`src/rtl/cpu_dma.sv`:
```
// cpu_dma: multi-channel byte-copy DMA that stalls the CPU while it owns the bus.
// Define CPU_DMA_ALIGN_EN to insert one idle ALIGN bus step before the first read.
module cpu_dma #(
    parameter int CHANNELS = 2,
    parameter int LEN_W    = 9
) (
    input  logic                      clock,
    input  logic                      reset,
    input  logic                      ce,
    input  logic [CHANNELS-1:0]       req,
    input  logic [16*CHANNELS-1:0]    src,
    input  logic [16*CHANNELS-1:0]    dst,
    input  logic [LEN_W*CHANNELS-1:0] len,
    input  logic [CHANNELS-1:0]       dst_inc,
    output logic                      halt,
    output logic [CHANNELS-1:0]       done,
    output logic [15:0]               A,
    input  logic [7:0]                I,
    output logic [7:0]                D,
    output logic                      R,
    output logic                      W
);
    localparam int CH_W = CHANNELS > 1 ? $clog2(CHANNELS) : 1;
`ifdef CPU_DMA_ALIGN_EN
    typedef enum logic [1:0] {IDLE, ALIGN, READ, WRITE} state_t;
    localparam state_t FIRST = ALIGN;
`else
    typedef enum logic [1:0] {IDLE, READ, WRITE} state_t;
    localparam state_t FIRST = READ;
`endif
    state_t state_q, state_d;
    logic [CHANNELS-1:0] pend_q, pend_d, done_q, done_d, sel_oh;
    logic [CH_W-1:0] ch_q, ch_d, sel;
    logic [15:0] src_q, src_d, dst_q, dst_d;
    logic [LEN_W-1:0] len_q, len_d, cnt_q, cnt_d, cnt_inc, sel_len;
    logic inc_q, inc_d;
    logic [7:0] data_q, data_d;

    always_ff @(posedge clock) begin
        if (reset) state_q <= IDLE;
        else state_q <= state_d;
    end

    always_ff @(posedge clock) begin
        if (reset) begin
            pend_q <= '0;
            done_q <= '0;
            ch_q   <= '0;
            src_q  <= '0;
            dst_q  <= '0;
            len_q  <= '0;
            cnt_q  <= '0;
            inc_q  <= 1'b0;
            data_q <= '0;
        end else begin
            pend_q <= pend_d;
            done_q <= done_d;
            ch_q   <= ch_d;
            src_q  <= src_d;
            dst_q  <= dst_d;
            len_q  <= len_d;
            cnt_q  <= cnt_d;
            inc_q  <= inc_d;
            data_q <= data_d;
        end
    end

    // Lowest-index pending channel wins arbitration.
    always_comb begin
        sel = '0;
        for (int k = CHANNELS - 1; k >= 0; k--)
            if (pend_q[k]) sel = CH_W'(k);
        sel_oh  = CHANNELS'(1) << sel;
        sel_len = len[sel*LEN_W +: LEN_W];
        cnt_inc = cnt_q + LEN_W'(1);
        state_d = state_q;
        pend_d  = pend_q | req;
        done_d  = '0;
        ch_d    = ch_q;
        src_d   = src_q;
        dst_d   = dst_q;
        len_d   = len_q;
        cnt_d   = cnt_q;
        inc_d   = inc_q;
        data_d  = data_q;
        if (ce) begin
            case (state_q)
                IDLE: if (|pend_q) begin
                    pend_d = (pend_q & ~sel_oh) | req;
                    ch_d   = sel;
                    src_d  = src[16*sel +: 16];
                    dst_d  = dst[16*sel +: 16];
                    len_d  = sel_len;
                    inc_d  = dst_inc[sel];
                    cnt_d  = '0;
                    if (sel_len == '0) done_d = sel_oh;
                    else state_d = FIRST;
                end
`ifdef CPU_DMA_ALIGN_EN
                ALIGN: state_d = READ;
`endif
                READ: begin
                    data_d  = I;
                    state_d = WRITE;
                end
                WRITE: begin
                    cnt_d = cnt_inc;
                    if (cnt_inc == len_q) begin
                        state_d = IDLE;
                        done_d  = CHANNELS'(1) << ch_q;
                    end else state_d = READ;
                end
                default: state_d = IDLE;
            endcase
        end
    end

    always_comb begin
        R    = state_q == READ;
        W    = state_q == WRITE;
        A    = R ? src_q + 16'(cnt_q) : W ? (inc_q ? dst_q + 16'(cnt_q) : dst_q) : '0;
        D    = W ? data_q : '0;
        halt = state_q != IDLE || |pend_q;
        done = done_q;
    end
endmodule

```
`config.mk`:
```
export PLATFORM = sky130hd
export DESIGN_NAME = cpu_dma
export DESIGN_NICKNAME = d
export VERILOG_FILES = /design/src/rtl/cpu_dma.sv
export SDC_FILE = /design/constraint.sdc
export NUM_CORES = 1
export LEC_CHECK = 0
export ABC_CLOCK_PERIOD_IN_PS = 3800
export BUFFER_PORTS_ARGS = -buffer_cell sky130_fd_sc_hd__buf_2
export CELL_PAD_IN_SITES_DETAIL_PLACEMENT = 1
export CELL_PAD_IN_SITES_GLOBAL_PLACEMENT = 2
export CORE_MARGIN = 3
export CORE_UTILIZATION = 30
export DETAILED_ROUTE_END_ITERATION = 16
export PLACE_DENSITY = 0.9
export SLEW_MARGIN = 20
export SYNTH_ARGS = -nofsm -noshare
export SYNTH_HDL_FRONTEND = slang
export SYNTH_SLANG_ARGS = --single-unit
```
`constraint.sdc`:
```
create_clock -name clock -period 3.8 [get_ports clock]
set_input_delay 0.76 -clock clock [delete_from_list [all_inputs] [get_ports clock]]
set_output_delay 0.76 -clock clock [all_outputs]
set_load 0.02 [all_outputs]
```
==> results by group, run 1 <==
Status
  • Outcome: finished clean

Critical path
  • Worst reg2reg path depth: 7
  • Crit path DAT: 2.83 ns
  • Crit-path max FO: 9
  • Setup crit start kind: flip-flop
  • R2r startpoint: cnt_q[1]
  • CP Class: reg -> out
  • Crit path launch: cnt_q[0]
  • Required time of the critical path: 3.04 ns
  • CP Capture Type: primary output

Global routing
  • Remaining Overflow, GRT: 0
  • Vias in the first global route: approximately 4500
  • Gr usage total: approximately 18%
  • Largest net degree at the start of global routing: 43
  • Antenna violations before repair: 0
  • First-pass GRT wire length: ~23000 µm

Detailed routing
  • Routed Antenna Nets: 0
  • Via Count: about 4500
  • Vias per cell: between 5 and 6
  • Wire per inst: between 15 and 20 µm
  • Drt pass-1 iters: 4
  • Detailed Route WL: between 10000 and 15000 µm
  • DRC Markers: 0
  • Number of DRC violations after detailed-routing iteration 0: between 100 and 150

Synth
  • Yosys cell types: 56
  • Post-synthesis cell count: about 540
  • Synth Warn #: 0
  • Most frequent cells after synthesis: nor2_1 (71), dfxtp_1 (66), mux2i_1 (49)
  • Netlist Area Pre-Place: about 4400 µm²
  • Top-area cell type share of the netlist area: between 30% and 40%
  • Mean Syn Cell Area: roughly 8 µm²
  • Main flop type after synthesis: dfxtp_1
  • Most common cell in the synthesized netlist: nor2_1
  • FF+latch count, synth: between 60 and 70
  • Register area share after synthesis: roughly 30%
  • Top cell type by total area after synthesis: dfxtp_1
  • Post-synth EDFFs: 0
  • Asr flop ratio synth: 0%
  • Syn nets: about 650
  • Top post-synthesis cells by area: dfxtp_1 (30%), mux2i_1 (11%), a211oi_1 (7.7%)

Die
  • Top-Level Pins: about 130
  • Die Wd: 127 µm
  • Site Rows: between 40 and 50
  • Total core area: around 14000 µm²
  • Vert. Die Dim: 127 µm
  • Initial Util: 31.2%
  • Die Area: ~16000 µm²

Timing
  • Tcrit/Tclk final: between 90 and 100%
  • Hold Fails Final Rpt: 0
  • RSZ-0062 raised after global routing: false
  • Worst Tran Pin Value: between 0.7 and 0.8 ns
  • Min Tclk post-route: between 3 and 4 ns
  • Clock skew: about 0.0057 ns
  • Final setup violation count: 0
  • Setup TNS: 0 ns
  • Slew HR: approximately 48%
  • Max-slew violations: 0
  • Fmax: between 200 and 300 MHz

Layout
  • Share of cells above drive strength 1: around a quarter
  • Design area: approximately 5600 µm²
  • # diodes: 0
  • Final non-filler cell total: roughly 840
  • Area Overhead vs Synth: 27.2%
  • Core occupancy in the finished layout: about two fifths
  • Fillers: 1737
  • Fin nets: between 700 and 800

Pwr
  • Int Pwr: ~1600 µW
  • Maximum VDD drop: ~0.19 mV
  • Static Leakage: approximately 0.0025 µW
  • PD cells: between 300 and 400 nW/µm²
  • Sw Share: approximately 26%
  • Share of power burned in registers: 36.1%
  • Switching pwr: 567 µW
  • Clock share of power: between 40% and 50%
  • Combinational group share of total power: between 10% and 20%

Job
  • Max-cap check violation count: 0

Clocking
  • CTS Root Cell: clkbuf_16
  • H-tree depth: 3
  • CTS Sinks: 66
  • Post-CTS setup buffer count: 0
  • Clk pin slew, worst setup/hold paths: 0.05 ns
  • # hold bufs at CTS: 0
  • CTS tree: built
  • Clock Tree Buf Depth: 2
  • Total CTS buffers: 9
  • Clock latency on the worst-skew pair: approximately 0.33 ns

Place
  • Post-placement cell area: between 5000 and 6000 µm²
  • Dpl hpwl: 11000 µm
  • # port buffers: 125
  • Dpl cells: approximately 800
  • GP Congestion: 0.846

Min path
  • Hold path depth: 2
  • Worst Hold Class: reg -> reg
  • Worst hold start: data_q[3]
-- power groups by stage --
| stage | Combinational, µW | Clock, µW | Sequential, µW |
|---|---|---|---|
| final | 381 | 1030 | 796 |
| after CTS | 385 | 1040 | 795 |
| after floorplan | 259 | 0 | 788 |
| after detailed placement | 379 | 0 | 809 |
| after global placement | 365 | 0 | 806 |
| after global routing | 423 | 1080 | 803 |
-- per-stage QoR --
stage                     hold slack, ns  power (µW)  worst slack [ns]
final                              0.451        2200             0.213
after global routing               0.474        2310            0.0208
after CTS                          0.455        2220            0.0100
after detailed placement           0.448        1190             0.345
after global placement             0.438        1170             0.387
after floorplan                    0.432        1050             0.641
-- cell families after synthesis --
group                    share of synthesized area [%]
AND/OR/NAND/NOR                                   19.4
buffers and inverters                             3.95
multiplexers                                      11.1
XOR/XNOR                                          6.87
AO/OA/AOI/OAI                                     22.3
flip-flops                                        30.0
adder cells (fa/ha/maj)                           6.31
-- flip-flops by register name, indices dropped and copies added (netlist names) --
register	count
done	2
data_q	8
state_q	2
ch_q	1
src_q	16
len_q	9
pend_q	2
dst_q	16
inc_q	1
cnt_q	9
-- worst paths after layout --
path / endpoint / slack [ns]
worst max-delay path: A[8] / 0.21
worst min-delay path: data_q[3] / 0.45
worst max register to register: done[1] / 1.42
worst min register to register: data_q[3] / 0.45
-- critical path, cell delays in order (launching register included) --
cell and delay [ns]:
dfxtp_2 0.37, ha_1 0.24, fa_1 0.42, a21oi_1 0.22, o21ai_1 0.17, a2111oi_2 0.42
or3b_2 0.19, a31oi_1 0.08, o32ai_1 0.17, buf_2 0.22
-- routing by layer --
metal | track usage, % | part of all wire (%) | up-vias | wire (µm)
met4 | 5.55 | 1.8 | 0 | 259
met2 | 29.8 | 47 | 101 | 6820
met5 | 0 | 0 | - | 0
li1 | - | - | 2197 | -
met1 | 23.2 | 47 | 2151 | 6790
met3 | 2.97 | 3.9 | 18 | 563
-- layout make-up --
type	instances	area (µm²)	share of cell area, %
multi-input combinational	426	2930	52.3
timing repair buffer	137	716	12.8
clock buffer	11	243	4.33
inverter	11	41.3	0.737
sequential	66	1320	23.6
clock inverter	5	125	2.23
tap	180	225	4.02
-- cell usage in the layout, fill, tap and decap left out, types with 3 or more instances in the layout --
master	netlist	routed
buf_2	7	125
nor2_1	71	70
dfxtp_1	66	65
mux2i_1	49	49
a211oi_1	45	45
a21oi_1	32	32
nand2_1	29	29
xnor2_1	24	24
o21ai_0	21	20
ha_1	19	19
nand3_1	15	15
o22ai_1	13	13
buf_4	0	12
inv_1	11	11
and2_1	9	9
clkbuf_16	0	9
xor2_1	8	8
and3_1	7	7
nor3_1	7	7
nand2b_1	7	6
nor2b_1	5	5
nand4_1	4	4
a21o_1	4	4
a31oi_1	4	4
bufinv_16	0	4
o21a_1	3	3
nor3b_1	3	3
nor4_1	3	3
or3_1	3	3
or4_1	3	3
-- timing repair --
action,in CTS,in global routing
endpoints found under the hold margin,0,0
endpoints found under the setup margin,1,4
gates cloned,0,0
resized for setup,1,4
Note: power is estimated with default switching activity, not from simulation.
==> inputs of run 2 (changes only) <==
--- a/config.mk
+++ b/config.mk
@@ -12,7 +12,9 @@
 export CORE_MARGIN = 3
 export CORE_UTILIZATION = 30
 export DETAILED_ROUTE_END_ITERATION = 16
+export GPL_ROUTABILITY_DRIVEN = 0
 export PLACE_DENSITY = 0.9
+export RECOVER_POWER = 100
 export SLEW_MARGIN = 20
 export SYNTH_ARGS = -nofsm -noshare
 export SYNTH_HDL_FRONTEND = slang
==> results by group, run 2 (synthesis results as in run 1) <==
Status
  • Failing checks: capacitance limit, slew limit
  • Outcome: finished, violations left

Detailed routing
  • Wire per inst: 17.0 µm
  • Number of DRC violations after detailed-routing iteration 0: ~150
  • Vias per cell: about 5.4
  • Via Count: ~4500
  • DRC Markers: 0
  • Drt pass-1 iters: 4
  • Routed Antenna Nets: 0
  • Detailed Route WL: around 14000 µm

Pwr
  • Share of power burned in registers: around two fifths
  • PD cells: 363 nW/µm²
  • Combinational group share of total power: around a fifth
  • Static Leakage: 0.00236 µW
  • Maximum VDD drop: 0.220 mV
  • Switching pwr: roughly 550 µW
  • Int Pwr: 1430 µW
  • Clock share of power: 41.1%
  • Design Power: around 2000 µW
  • Sw Share: 27.9%

Die
  • Site Rows: 43
  • Vert. Die Dim: between 100 and 150 µm
  • Total core area: roughly 14000 µm²
  • Die Wd: roughly 130 µm
  • Top-Level Pins: roughly 130
  • Initial Util: between 30 and 40%
  • Die Area: 16200 µm²

Timing
  • Clock skew: 0.00689 ns
  • Tcrit/Tclk final: 96.1%
  • Final setup violation count: 0
  • Setup TNS: 0 ns
  • Fmax: ~270 MHz
  • Slew HR: -16.2%
  • Post-route setup slack: between 0.1 and 0.15 ns
  • Min Tclk post-route: roughly 3.7 ns
  • Hold Fails Final Rpt: 0
  • Max-slew violations: 46
  • Worst Tran Pin Value: ~1.7 ns

Clocking
  • CTS Root Cell: clkbuf_16
  • Clock Tree Buf Depth: 2
  • Clk pin slew, worst setup/hold paths: ~0.060 ns
  • Total CTS buffers: 9
  • H-tree depth: 3
  • # hold bufs at CTS: 0
  • Clock latency on the worst-skew pair: ~0.33 ns
  • Post-CTS setup buffer count: 0
  • CTS Sinks: 66
  • CTS tree: built

Critical path
  • CP Capture Type: primary output
  • FF-to-FF setup slack: around 0.95 ns
  • Crit-path cells: ha_1 > a21o_1 > a221o_1 > a221oi_2 > nor2_1 > xnor2_1 > o22ai_1 > clkbuf_2
  • Crit path DAT: 2.89 ns
  • Required time of the critical path: about 3.0 ns
  • CP Class: reg -> out
  • Crit-path leading delay family: compound AO/OA/AOI/OAI gates
  • Crit-path max FO: 7
  • Buf/Inv on CP: 1
  • Biggest cell delay along the critical path: around 0.5 ns
  • Setup crit start kind: flip-flop
  • CP max-delay cell: dfxtp_1

Layout
  • Biggest regs: dst_q (16), src_q (16)
  • Design area: ~5500 µm²
  • Most common cell after layout, fill and taps aside: buf_2
  • Share of cells above drive strength 1: 20.7%
  • Fin nets: 765
  • Most frequent cells in the layout: buf_2 (98), nor2_1 (70), dfxtp_1 (65)
  • Area Overhead vs Synth: 23.8%
  • # diodes: 0

Place
  • # port buffers: about 130
  • Post-placement cell area: 5190 µm²
  • Place WS: between 0.3 and 0.4 ns
  • Dpl hpwl: about 11000 µm

Job
  • Max-cap check violation count: 2

Global routing
  • Antenna violations before repair: 0
  • First-pass GRT wire length: about 22000 µm
  • Largest net degree at the start of global routing: 85
  • Vias in the first global route: approximately 4500
  • Gr usage total: approximately 17%
  • Remaining Overflow, GRT: 0

Min path
  • Worst Hold Class: reg -> reg
==> run 2: cell type report <==
cell class,count,area (µm²)
Inverter,11,41.3
Clock buffer,12,246
Multi-Input combinational cell,426,2930
Timing Repair Buffer,133,648
Fill cell,1754,8640
Clock inverter,3,40.0
Sequential cell,66,1320
Tap cell,180,225
==> run 2: final timing paths <==
path                            startpoint        end  depth (start not counted)
worst max-delay path              cnt_q[4]      A[13]                          8
worst min-delay path             data_q[7]  data_q[7]                          2
worst max register to register  state_q[0]   cnt_q[6]                          7
worst min register to register   data_q[7]  data_q[7]                          2
==> run 2: power by group through the flow <==
stage	Combinational [µW]	Clock, µW	Sequential [µW]
finish	371	813	796
global route	414	869	804
CTS	376	836	796
detailed placement	373	0	811
global placement	358	0	808
floorplan	259	0	788
==> run 2: repair_timing <==
| item | CTS | global route |
|---|---|---|
| gates resized for setup | 1 | 4 |
| hold endpoints to repair | 0 | 0 |
| setup endpoints to repair | 1 | 5 |
| pin swaps | 0 | 1 |
==> run 2: per-stage QoR <==
| stage | util (%) | hold WS [ns] | std cells |
|---|---|---|---|
| after global placement | 36.8 | 0.438 | 816 |
| after detailed placement | 36.8 | 0.454 | 816 |
| final | 38.7 | 0.456 | 831 |
| after CTS | 38.9 | 0.462 | 831 |
| after floorplan | - | 0.432 | 536 |
| after global routing | 38.7 | 0.477 | 831 |
==> run 2: metal layers <==
metal,vias to the layer above,routed length [µm],track usage [%]
met4,0,326,6.88
met5,-,0,0
met1,2096,6110,22.0
met3,20,881,2.09
li1,2194,-,-
met2,140,6780,28.9
==> run 2: tightest hold or removal path, stage by stage, from the launching register on <==
cell     delay [ns]
dfxtp_1        0.30
nand2_1        0.05
a21oi_1        0.05
